## src/rtl/rx_frame_dispatcher_if.sv

```systemverilog
`default_nettype none
// ============================================================================
// Module      : rx_frame_dispatcher_if
// Description : Receive byte stream in, per-consumer busy/valid and shared
//               delayed byte stream out.
// Revision    : 1.0 - initial release
// ============================================================================
interface rx_frame_dispatcher_if;
   logic       DATA_VALID_RX;
   logic [7:0] DATA_RX;
   logic       ARP_BUSY;
   logic       IP_BUSY;
   logic [7:0] OUT_DATA;
   logic       ARP_VALID;
   logic       IP_VALID;

   modport master (
      output DATA_VALID_RX, DATA_RX, ARP_BUSY, IP_BUSY,
      input  OUT_DATA, ARP_VALID, IP_VALID
   );

   modport slave (
      input  DATA_VALID_RX, DATA_RX, ARP_BUSY, IP_BUSY,
      output OUT_DATA, ARP_VALID, IP_VALID
   );
endinterface
`default_nettype wire

```

## src/rtl/rx_frame_dispatcher.sv

```systemverilog
`default_nettype none
// ============================================================================
// Module      : rx_frame_dispatcher
// Description : Delays each frame by its header length, classifies it by
//               DA/EtherType and forwards it to ARP, IPv4 or nowhere.
// Revision    : 1.0 - initial release
// ============================================================================
module rx_frame_dispatcher #(
   parameter int CNT_W   = 16,
   parameter int HDR_LEN = 14
) (
   input  logic                 CLK_RX,
   input  logic                 ARESET,
   input  logic [47:0]          MY_MAC,
   rx_frame_dispatcher_if.slave rx,
   output logic [CNT_W-1:0]     FRAME_CNT,
   output logic [CNT_W-1:0]     DROP_CNT,
   output logic [CNT_W-1:0]     RUNT_CNT
);
   localparam logic [1:0] c_ST_WAIT_GAP = 2'd0;
   localparam logic [1:0] c_ST_IDLE     = 2'd1;
   localparam logic [1:0] c_ST_HDR      = 2'd2;
   localparam logic [1:0] c_ST_BODY     = 2'd3;

   localparam logic [1:0] c_SEL_NONE = 2'd0;
   localparam logic [1:0] c_SEL_ARP  = 2'd1;
   localparam logic [1:0] c_SEL_IP   = 2'd2;

   localparam logic [3:0]       c_LAST_HDR = 4'(HDR_LEN - 1);
   localparam logic [CNT_W-1:0] c_CNT_ONE  = {{(CNT_W-1){1'b0}}, 1'b1};

   logic [1:0]         r_state;
   logic [1:0]         w_state_nxt;
   logic [3:0]         r_cnt;
   logic               w_frame_start;
   logic               w_in_valid;
   logic               w_classify;
   logic               w_runt;

   logic [7:0]         r_pipe_data [HDR_LEN];
   logic [HDR_LEN-1:0] r_pipe_valid;
   logic [HDR_LEN-1:0] r_pipe_sof;

   logic [47:0]        w_da;
   logic [15:0]        w_ethertype;
   logic               w_da_ok;
   logic [1:0]         w_sel_class;
   logic               w_exit_sof;
   logic [1:0]         w_cur_sel;

   logic [1:0]         r_sel_pending;
   logic [1:0]         r_out_sel;
   logic [7:0]         r_out_data;
   logic               r_arp_valid;
   logic               r_ip_valid;
   logic [CNT_W-1:0]   r_frame_cnt;
   logic [CNT_W-1:0]   r_drop_cnt;
   logic [CNT_W-1:0]   r_runt_cnt;

   always_ff @(posedge CLK_RX) begin
      if (ARESET) begin
         r_state <= c_ST_WAIT_GAP;
         r_cnt   <= 4'd0;
      end else begin
         r_state <= w_state_nxt;
         if (w_frame_start)
            r_cnt <= 4'd1;
         else if (r_state == c_ST_HDR && rx.DATA_VALID_RX && r_cnt != c_LAST_HDR)
            r_cnt <= r_cnt + 4'd1;
      end
   end

   always_comb begin
      w_state_nxt = r_state;
      case (r_state)
         c_ST_WAIT_GAP: if (!rx.DATA_VALID_RX) w_state_nxt = c_ST_IDLE;
         c_ST_IDLE:     if (rx.DATA_VALID_RX)  w_state_nxt = c_ST_HDR;
         c_ST_HDR: begin
            if (!rx.DATA_VALID_RX)
               w_state_nxt = c_ST_IDLE;
            else if (r_cnt == c_LAST_HDR)
               w_state_nxt = c_ST_BODY;
         end
         c_ST_BODY:     if (!rx.DATA_VALID_RX) w_state_nxt = c_ST_IDLE;
         default:       w_state_nxt = c_ST_WAIT_GAP;
      endcase
   end

   always_comb begin
      w_frame_start = 1'b0;
      w_in_valid    = 1'b0;
      w_classify    = 1'b0;
      w_runt        = 1'b0;
      case (r_state)
         c_ST_IDLE: begin
            w_frame_start = rx.DATA_VALID_RX;
            w_in_valid    = rx.DATA_VALID_RX;
         end
         c_ST_HDR: begin
            w_in_valid = rx.DATA_VALID_RX;
            w_classify = rx.DATA_VALID_RX && (r_cnt == c_LAST_HDR);
            w_runt     = !rx.DATA_VALID_RX;
         end
         c_ST_BODY: w_in_valid = rx.DATA_VALID_RX;
         default: ;
      endcase
   end

   always_ff @(posedge CLK_RX) begin
      if (ARESET) begin
         r_pipe_valid <= '0;
         r_pipe_sof   <= '0;
         for (int i = 0; i < HDR_LEN; i++) r_pipe_data[i] <= 8'd0;
      end else begin
         r_pipe_valid   <= {r_pipe_valid[HDR_LEN-2:0], w_in_valid};
         r_pipe_sof     <= {r_pipe_sof[HDR_LEN-2:0], w_frame_start};
         r_pipe_data[0] <= rx.DATA_RX;
         for (int i = 1; i < HDR_LEN; i++) r_pipe_data[i] <= r_pipe_data[i-1];
      end
   end

   // While byte 13 is on the input, bytes 0..12 sit in stages 12..0.
   assign w_da        = {r_pipe_data[HDR_LEN-2], r_pipe_data[HDR_LEN-3], r_pipe_data[HDR_LEN-4],
                         r_pipe_data[HDR_LEN-5], r_pipe_data[HDR_LEN-6], r_pipe_data[HDR_LEN-7]};
   assign w_ethertype = {r_pipe_data[0], rx.DATA_RX};
   assign w_da_ok     = (w_da == MY_MAC) || (w_da == 48'hFFFF_FFFF_FFFF);

   always_comb begin
      w_sel_class = c_SEL_NONE;
      if (w_da_ok) begin
         if (w_ethertype == 16'h0806 && !rx.ARP_BUSY)
            w_sel_class = c_SEL_ARP;
         else if (w_ethertype == 16'h0800 && !rx.IP_BUSY)
            w_sel_class = c_SEL_IP;
      end
   end

   assign w_exit_sof = r_pipe_valid[HDR_LEN-1] & r_pipe_sof[HDR_LEN-1];
   assign w_cur_sel  = w_exit_sof ? r_sel_pending : r_out_sel;

   always_ff @(posedge CLK_RX) begin
      if (ARESET) begin
         r_sel_pending <= c_SEL_NONE;
         r_out_sel     <= c_SEL_NONE;
         r_out_data    <= 8'd0;
         r_arp_valid   <= 1'b0;
         r_ip_valid    <= 1'b0;
      end else begin
         if (w_classify)
            r_sel_pending <= w_sel_class;
         else if (w_exit_sof)
            r_sel_pending <= c_SEL_NONE;
         if (w_exit_sof)
            r_out_sel <= r_sel_pending;
         r_out_data  <= r_pipe_data[HDR_LEN-1];
         r_arp_valid <= r_pipe_valid[HDR_LEN-1] && (w_cur_sel == c_SEL_ARP);
         r_ip_valid  <= r_pipe_valid[HDR_LEN-1] && (w_cur_sel == c_SEL_IP);
      end
   end

   always_ff @(posedge CLK_RX) begin
      if (ARESET) begin
         r_frame_cnt <= '0;
         r_drop_cnt  <= '0;
         r_runt_cnt  <= '0;
      end else begin
         if (w_frame_start && r_frame_cnt != '1)
            r_frame_cnt <= r_frame_cnt + c_CNT_ONE;
         if (w_classify && w_sel_class == c_SEL_NONE && r_drop_cnt != '1)
            r_drop_cnt <= r_drop_cnt + c_CNT_ONE;
         if (w_runt && r_runt_cnt != '1)
            r_runt_cnt <= r_runt_cnt + c_CNT_ONE;
      end
   end

   assign rx.OUT_DATA  = r_out_data;
   assign rx.ARP_VALID = r_arp_valid;
   assign rx.IP_VALID  = r_ip_valid;
   assign FRAME_CNT    = r_frame_cnt;
   assign DROP_CNT     = r_drop_cnt;
   assign RUNT_CNT     = r_runt_cnt;
endmodule
`default_nettype wire

```

## src/flat_wrapper.sv

```systemverilog
// flat-port wrapper written by rule: the top's interface ports become plain ports
module rx_frame_dispatcher_flat 
#(
   parameter int CNT_W   = 16,
   parameter int HDR_LEN = 14
)
  (CLK_RX, ARESET, MY_MAC, FRAME_CNT, DROP_CNT, RUNT_CNT, rx_DATA_VALID_RX, rx_DATA_RX, rx_ARP_BUSY, rx_IP_BUSY, rx_OUT_DATA, rx_ARP_VALID, rx_IP_VALID);
  rx_frame_dispatcher_if rx_i ();
  input  logic CLK_RX;
  input  logic ARESET;
  input  logic [47:0] MY_MAC;
  output logic [CNT_W-1:0] FRAME_CNT;
  output logic [CNT_W-1:0] DROP_CNT;
  output logic [CNT_W-1:0] RUNT_CNT;
  input wire logic [$bits(rx_i.DATA_VALID_RX)-1:0] rx_DATA_VALID_RX;
  input wire logic [$bits(rx_i.DATA_RX)-1:0] rx_DATA_RX;
  input wire logic [$bits(rx_i.ARP_BUSY)-1:0] rx_ARP_BUSY;
  input wire logic [$bits(rx_i.IP_BUSY)-1:0] rx_IP_BUSY;
  output wire logic [$bits(rx_i.OUT_DATA)-1:0] rx_OUT_DATA;
  output wire logic [$bits(rx_i.ARP_VALID)-1:0] rx_ARP_VALID;
  output wire logic [$bits(rx_i.IP_VALID)-1:0] rx_IP_VALID;
  assign rx_i.DATA_VALID_RX = rx_DATA_VALID_RX;
  assign rx_i.DATA_RX = rx_DATA_RX;
  assign rx_i.ARP_BUSY = rx_ARP_BUSY;
  assign rx_i.IP_BUSY = rx_IP_BUSY;
  assign rx_OUT_DATA = rx_i.OUT_DATA;
  assign rx_ARP_VALID = rx_i.ARP_VALID;
  assign rx_IP_VALID = rx_i.IP_VALID;
  rx_frame_dispatcher #(.CNT_W(CNT_W), .HDR_LEN(HDR_LEN)) u_core (.CLK_RX(CLK_RX), .ARESET(ARESET), .MY_MAC(MY_MAC), .rx(rx_i), .FRAME_CNT(FRAME_CNT), .DROP_CNT(DROP_CNT), .RUNT_CNT(RUNT_CNT));
endmodule
```

## config.mk

```make
export PLATFORM = sky130hd
export DESIGN_NAME = rx_frame_dispatcher_flat
export DESIGN_NICKNAME = d
export VERILOG_FILES = /design/src/rtl/rx_frame_dispatcher_if.sv /design/src/rtl/rx_frame_dispatcher.sv /design/src/flat_wrapper.sv
export SDC_FILE = /design/constraint.sdc
export NUM_CORES = 1
export LEC_CHECK = 0
export CAP_MARGIN = 20
export CORE_ASPECT_RATIO = 1.25
export CORE_MARGIN = 4
export CORE_UTILIZATION = 55
export CTS_CLUSTER_SIZE = 12
export DETAILED_ROUTE_END_ITERATION = 6
export GPL_TIMING_DRIVEN = 0
export PLACE_DENSITY = 0.82
export SLEW_MARGIN = 30
export SYNTH_ARGS = -nofsm -noshare
export SYNTH_HDL_FRONTEND = slang
export SYNTH_SLANG_ARGS = --single-unit
```

## constraint.sdc

```tcl
create_clock -name CLK_RX -period 3.9 [get_ports CLK_RX]
set_clock_uncertainty 0.05 [all_clocks]
set_input_delay 0.78 -clock CLK_RX [delete_from_list [all_inputs] [get_ports CLK_RX]]
set_output_delay 0.78 -clock CLK_RX [all_outputs]
set_load 0.02 [all_outputs]
```

==> flow_summary.yaml, run 1 <==
outcome:
  status: "completed"
synth:
  yosysTopAreaCellShare: 0.559
  syn_nets: 798
  yosysTopAreaCell: "dfxtp_1"
  synthFlopType: "dfxtp_1"
  synth.distinct_cells: 48
  yosysSeqAreaShare: 0.559
  synth.area.top_cells: "dfxtp_1 (56%), nor2b_1 (12%), xor2_1 (6.9%)"
  synth-seq-cells: 208
  synth.yosys.warnings: 0
  syn_inst: 729
  synth_edf_count: 0
  synth_area_um2: 7450
  synthArstFlopShare: 0
  avgSynthCellArea_um2: 10.2
  synth_most_common_cell: "dfxtp_1"
  synth_top_cells_by_count: "dfxtp_1 (208), nor2b_1 (148), xor2_1 (59)"
global_route:
  grt_pass1_wl_mm: 28.2
  antenna_found_initial: 0
  grt_start_max_net_pins: 13
  grt-ovfl-total: 0
  grt_pass1_vias: 5929
  grt_util_all_layers: 0.217
timing:
  slew_viol_final: 0
  max_slew.worst_pin.slew_ns: 0.893
  hold_violations: 0
  period_needed_ns: 3.31
  fmax_ghz: 0.302
  fin_setup_tns_ns: 0
  finalCritPeriodShare: 0.850
  setup_violations: 0
  grt_setup_unrepaired: "no"
  relSlewSlack: 0.395
floorplanning:
  die_w_um: 112
  die_y_um: 138
  num_io_pins: 119
  start_util: 0.561
  rows: 47
  die-area_um2: 15500
  design.core.area_um2: 13300
clock_tree:
  cts_max_level: 1
  post-cts-setup-buffers: 0
  cts_tree: "done"
  cts_sinks: 208
  clk_latency_ns: 0.48
  root_buffer: "clkbuf_16"
  clk_pin_slew_ns: 0.06
  cts_buffers: 21
  cts_hold_buf: 0
  clk_path_buf_depth: 3
  cts_resized: 0
place:
  place.gp.congestion: 0.997
  io_buffers: 117
  placed_cell_area_um2: 8840
  dp_hpwl_mm: 12.5
route:
  via_count: 5577
  antenna_left: 0
  wl_per_cell_um: 16.3
  via_per_inst: 5.35
  drt_iter0_markers: 223
  remaining_drc_errors: 0
  drtPass1Iterations: 4
  wl_mm: 17.0
hold_path:
  hold_depth: 1
  hp-class: "reg2reg"
  hold_end: "u_core.r_pipe_data[6][5]$_SDFF_PP0_"
  min_from: "u_core.r_pipe_data[5][5]$_SDFF_PP0_"
setup_path:
  worstPathArrival_ns: 3.69
  reg2reg_from: "u_core.r_pipe_data[8][2]$_SDFF_PP0_"
  r2r_slack_ns: 1.00
  crit_type: "in2reg"
  worstPathRequired_ns: 4.28
  startpoint_type: "input port"
  r2r_end: "u_core.DROP_CNT[5]$_SDFFE_PP0P_"
  crit_fanout: 10
  end_kind: "register"
  r2r_cells: 8
pwr:
  ir_worst_vdd_mv: 0.393
  power.leakage_nw: 3.51
  power.density_nw_per_um2: 452
run:
  cap_violations: 0
finish:
  syn_to_final_growth_pct: 26.4
  fin_nets: 938
  num_antenna_cells: 0
  final_area_um2: 9420
  layout-drive-gt1-share: 0.0436
## how the worst max path moves through the flow
| stage | start | to | slack [ns] | depth (start not counted) |
|---|---|---|---|---|
| 5_1_grt | MY_MAC[10] | u_core.DROP_CNT[5]$_SDFFE_PP0P_ | 0.59 | 9 |
| 2_1_floorplan | rx_DATA_RX[0] | u_core.DROP_CNT[3]$_SDFFE_PP0P_ | 1.30 | 7 |
| 6_report | MY_MAC[10] | u_core.DROP_CNT[5]$_SDFFE_PP0P_ | 0.59 | 9 |
| 3_3_place_gp | MY_MAC[10] | u_core.DROP_CNT[3]$_SDFFE_PP0P_ | 0.42 | 9 |
| 3_5_place_dp | MY_MAC[10] | u_core.DROP_CNT[5]$_SDFFE_PP0P_ | 0.24 | 9 |
| 4_1_cts | MY_MAC[10] | u_core.DROP_CNT[5]$_SDFFE_PP0P_ | 0.69 | 9 |
## worst max-delay path: stages
cell	delay [ns]
clkdlybuf4s50_1	0.42
xor2_1	0.20
nor4_1	0.51
nand4_1	0.21
o31ai_2	0.71
a21oi_1	0.19
buf_2	0.23
a311oi_1	0.31
a41o_1	0.13
## registers in the layout, summed over array words and instances, names as in the netlist
name                  count
u_core.r_pipe_data      112
u_core.DROP_CNT          16
u_core.FRAME_CNT         16
u_core.RUNT_CNT          16
u_core.r_pipe_sof        14
u_core.r_pipe_valid      14
u_core.rx.OUT_DATA        8
u_core.r_cnt              4
u_core.r_out_sel          2
u_core.r_sel_pending      2
u_core.r_state            2
u_core.rx.ARP_VALID       1
u_core.rx.IP_VALID        1
## area by class of cell
class                      count  area, um^2
sequential                   208        4160
fill                         995        3870
multi-input combinational    474        3100
timing repair buffer         117        1170
clock buffer                  26         574
tap                          171         214
buffer                        28         123
inverter                      19        71.3
## placed cells by master (no fill, tap or decap), drive strengths merged, types with 2 or more instances in the layout
| cell type | netlist | routed |
|---|---|---|
| dfxtp | 208 | 208 |
| nor2b | 148 | 148 |
| clkdlybuf4s50 | 0 | 117 |
| xor2 | 59 | 59 |
| nor2 | 50 | 50 |
| clkbuf | 23 | 49 |
| nand4 | 26 | 26 |
| nand3 | 24 | 24 |
| xnor2 | 22 | 22 |
| nand2 | 21 | 21 |
| inv | 19 | 19 |
| nor4 | 19 | 19 |
| a21oi | 16 | 16 |
| nor3 | 10 | 10 |
| o21ai | 8 | 8 |
| ha | 8 | 8 |
| or3 | 7 | 7 |
| mux2i | 5 | 5 |
| and3 | 5 | 5 |
| buf | 5 | 5 |
| and2 | 4 | 4 |
| a211oi | 4 | 4 |
| a21o | 4 | 4 |
| and4 | 4 | 4 |
| nand3b | 3 | 3 |
| o31ai | 3 | 3 |
| a31oi | 2 | 2 |
| or4 | 2 | 2 |
| a21bo | 2 | 2 |
| a311oi | 2 | 2 |
| a41o | 2 | 2 |
| nor4bb | 2 | 2 |
| a2111oi | 2 | 2 |
## kinds of logic after synthesis
kind of cell / Yosys count / share of synthesized area
AO/OA/AOI/OAI: 49 / 0.0447
multiplexers: 6 / 0.00823
adder cells (fa/ha/maj): 8 / 0.0134
flip-flops: 208 / 0.559
XOR/XNOR: 81 / 0.0952
buffers and inverters: 47 / 0.0260
AND/OR/NAND/NOR: 330 / 0.254
## where the power goes
group	switching, W	internal [W]	leakage, nW
combinational	0.000174	0.000152	1.54
clock	0.000722	0.00102	0.283
sequential	0.0000301	0.00217	1.68
total	0.000926	0.00334	3.51
## layer usage
| metal | wire length, um | vias up | track usage |
|---|---|---|---|
| met5 | 0 | - | 0 |
| met4 | 555 | 0 | 0.0816 |
| met3 | 1010 | 50 | 0.0481 |
| met2 | 8680 | 189 | 0.393 |
| met1 | 6770 | 2628 | 0.248 |
| li1 | - | 2710 | - |
## per-stage QoR
stage	worst slack [ns]	cells	total power, W	util	hold slack [ns]
after floorplan	1.30	729	0.00242	-	0.364
after global placement	0.424	1017	0.00253	0.665	0.366
after detailed placement	0.244	1017	0.00256	0.665	0.370
after CTS	0.693	1043	0.00429	0.709	0.383
after global routing	0.586	1043	0.00442	0.709	0.398
final	0.586	1043	0.00426	0.709	0.381
(Power assumes the default switching activity.)
==> run 2, diff against run 1 <==
Settings changed: CORE_UTILIZATION 55 to 53, PLACE_DENSITY 0.82 to 0.79.
Clock period 3.9 ns to 3.4 ns, I/O delays scaled along.
==> flow_summary.yaml, run 2 (synthesis results as in run 1) <==
pwr:
  ir_worst_vdd_mv: 0.353
  power.density_nw_per_um2: 523
  power.leakage_nw: 3.51
timing:
  finalWorstSetupSlack_ns: 0.263
  hold_slack_ns: 0.382
  finalCritPeriodShare: 0.923
  grt_setup_unrepaired: "no"
  relSlewSlack: 0.432
  fmax_ghz: 0.319
  hold_violations: 0
  setup_violations: 0
  slew_viol_final: 0
  max_slew.worst_pin.slew_ns: 0.838
  period_needed_ns: 3.14
setup_path:
  r2r_cells: 8
  end_kind: "register"
  worstPathArrival_ns: 3.51
  worstPathRequired_ns: 3.77
  crit_type: "in2reg"
  startpoint_type: "input port"
  reg2reg_from: "u_core.r_pipe_data[8][2]$_SDFF_PP0_"
  r2r_slack_ns: 0.57
  crit_fanout: 10
  r2r_end: "u_core.DROP_CNT[5]$_SDFFE_PP0P_"
place:
  io_buffers: 117
  preCtsSetupSlack_ns: -0.179
  dp_hpwl_mm: 12.2
  dpl.cell_count: 1021
  place.gp.congestion: 0.995
finish:
  top_register: "u_core.r_pipe_data"
  largest_reg_flops: 112
  fin_nets: 938
  layout_commonest_cell: "dfxtp_1"
  layout_common_cells: "dfxtp_1 (208), nor2b_1 (148), clkdlybuf4s50_1 (117), xor2_1 (59), nor2_1 (50)"
  multiInputGateArea_um2: 3100
  regArea_um2: 4160
  num_antenna_cells: 0
  layout-drive-gt1-share: 0.0436
  fin_util: 0.683
  final.fill_count: 1079
  stdcell_count: 1047
  syn_to_final_growth_pct: 26.6
floorplanning:
  design.core.area_um2: 13800
  die_y_um: 141
  num_io_pins: 119
  start_util: 0.540
  rows: 48
  die-area_um2: 16000
  die_w_um: 114
hold_path:
  min_from: "u_core.r_pipe_data[6][3]$_SDFF_PP0_"
  hp-class: "reg2reg"
  hold_end: "u_core.r_pipe_data[7][3]$_SDFF_PP0_"
  hold_depth: 1
global_route:
  antenna_found_initial: 0
  grt-ovfl-total: 0
  grt_pass1_wl_mm: 27.0
  grt_start_max_net_pins: 13
  grt_util_all_layers: 0.206
  grt_pass1_vias: 5774
route:
  drtPass1Iterations: 4
  wl_per_cell_um: 15.9
  antenna_left: 0
  drt_iter0_markers: 280
  via_count: 5551
  wl_mm: 16.6
  via_per_inst: 5.30
  remaining_drc_errors: 0
clock_tree:
  clk_path_buf_depth: 3
  cts_buffers: 21
  root_buffer: "clkbuf_16"
  cts_sinks: 208
  cts_max_level: 1
  clk_pin_slew_ns: 0.06
  cts_tree: "done"
  cts_resized: 0
  post-cts-setup-buffers: 0
  cts_hold_buf: 0
  clk_latency_ns: 0.48
run:
  cap_violations: 0
outcome:
  status: "completed"
[run 2: cell count changes in the layout (fill, tap and decap cells not counted), sizes merged]
cell,before,now
clkbuf,49,47
bufinv,0,1
inv,19,20
[run 2: final cells by class]
cell class	count	share of cell area
Tap cell	175	0.0232
Buffer	28	0.0130
Inverter	19	0.00756
Timing Repair Buffer	117	0.124
Sequential cell	208	0.441
Multi-Input combinational cell	474	0.329
Clock inverter	2	0.00411
Clock buffer	24	0.0580
[run 2: per-stage QoR]
step / setup TNS (ns) / power (W) / cell area [um^2]
after floorplan: 0 / 0.00277 / 7450
after global placement: -0.663 / 0.00291 / 8840
after detailed placement: -0.926 / 0.00294 / 8850
after CTS: 0 / 0.00498 / 9430
after global routing: 0 / 0.00514 / 9430
final: 0 / 0.00494 / 9430
[run 2: worst max-delay path by stage]
stage | depth (start not counted) | startpoint | endpoint | slack, ns
finish | 9 | MY_MAC[10] | u_core.DROP_CNT[5]$_SDFFE_PP0P_ | 0.26
global route | 9 | MY_MAC[10] | u_core.DROP_CNT[3]$_SDFFE_PP0P_ | 0.12
CTS | 9 | MY_MAC[10] | u_core.DROP_CNT[5]$_SDFFE_PP0P_ | 0.32
detailed placement | 9 | MY_MAC[10] | u_core.DROP_CNT[5]$_SDFFE_PP0P_ | -0.18
global placement | 9 | MY_MAC[10] | u_core.DROP_CNT[3]$_SDFFE_PP0P_ | -0.12
floorplan | 7 | rx_DATA_RX[0] | u_core.DROP_CNT[3]$_SDFFE_PP0P_ | 0.90
[run 2: critical path, cell delays in order]
cell and delay (ns):
clkdlybuf4s50_1 0.42, xor2_1 0.21, nor4_1 0.46, nand4_1 0.20
o31ai_2 0.71, a21oi_1 0.18, buf_2 0.23, a311oi_1 0.30
a41o_1 0.13
[run 2: report_power, final]
| group | internal, W | switching [W] | total, W | leakage, nW |
|---|---|---|---|---|
| clock network | 0.00120 | 0.000842 | 0.00204 | 0.287 |
| registers | 0.00249 | 0.0000346 | 0.00252 | 1.68 |
| logic | 0.000175 | 0.000197 | 0.000372 | 1.54 |
| total | 0.00386 | 0.00107 | 0.00494 | 3.51 |
[run 2: metal layers]
metal | up-vias | share of wire | track usage
li1 | 2697 | - | -
met1 | 2608 | 0.38 | 0.229
met2 | 200 | 0.50 | 0.374
met3 | 46 | 0.078 | 0.0502
met4 | 0 | 0.035 | 0.0838
met5 | - | 0 | 0
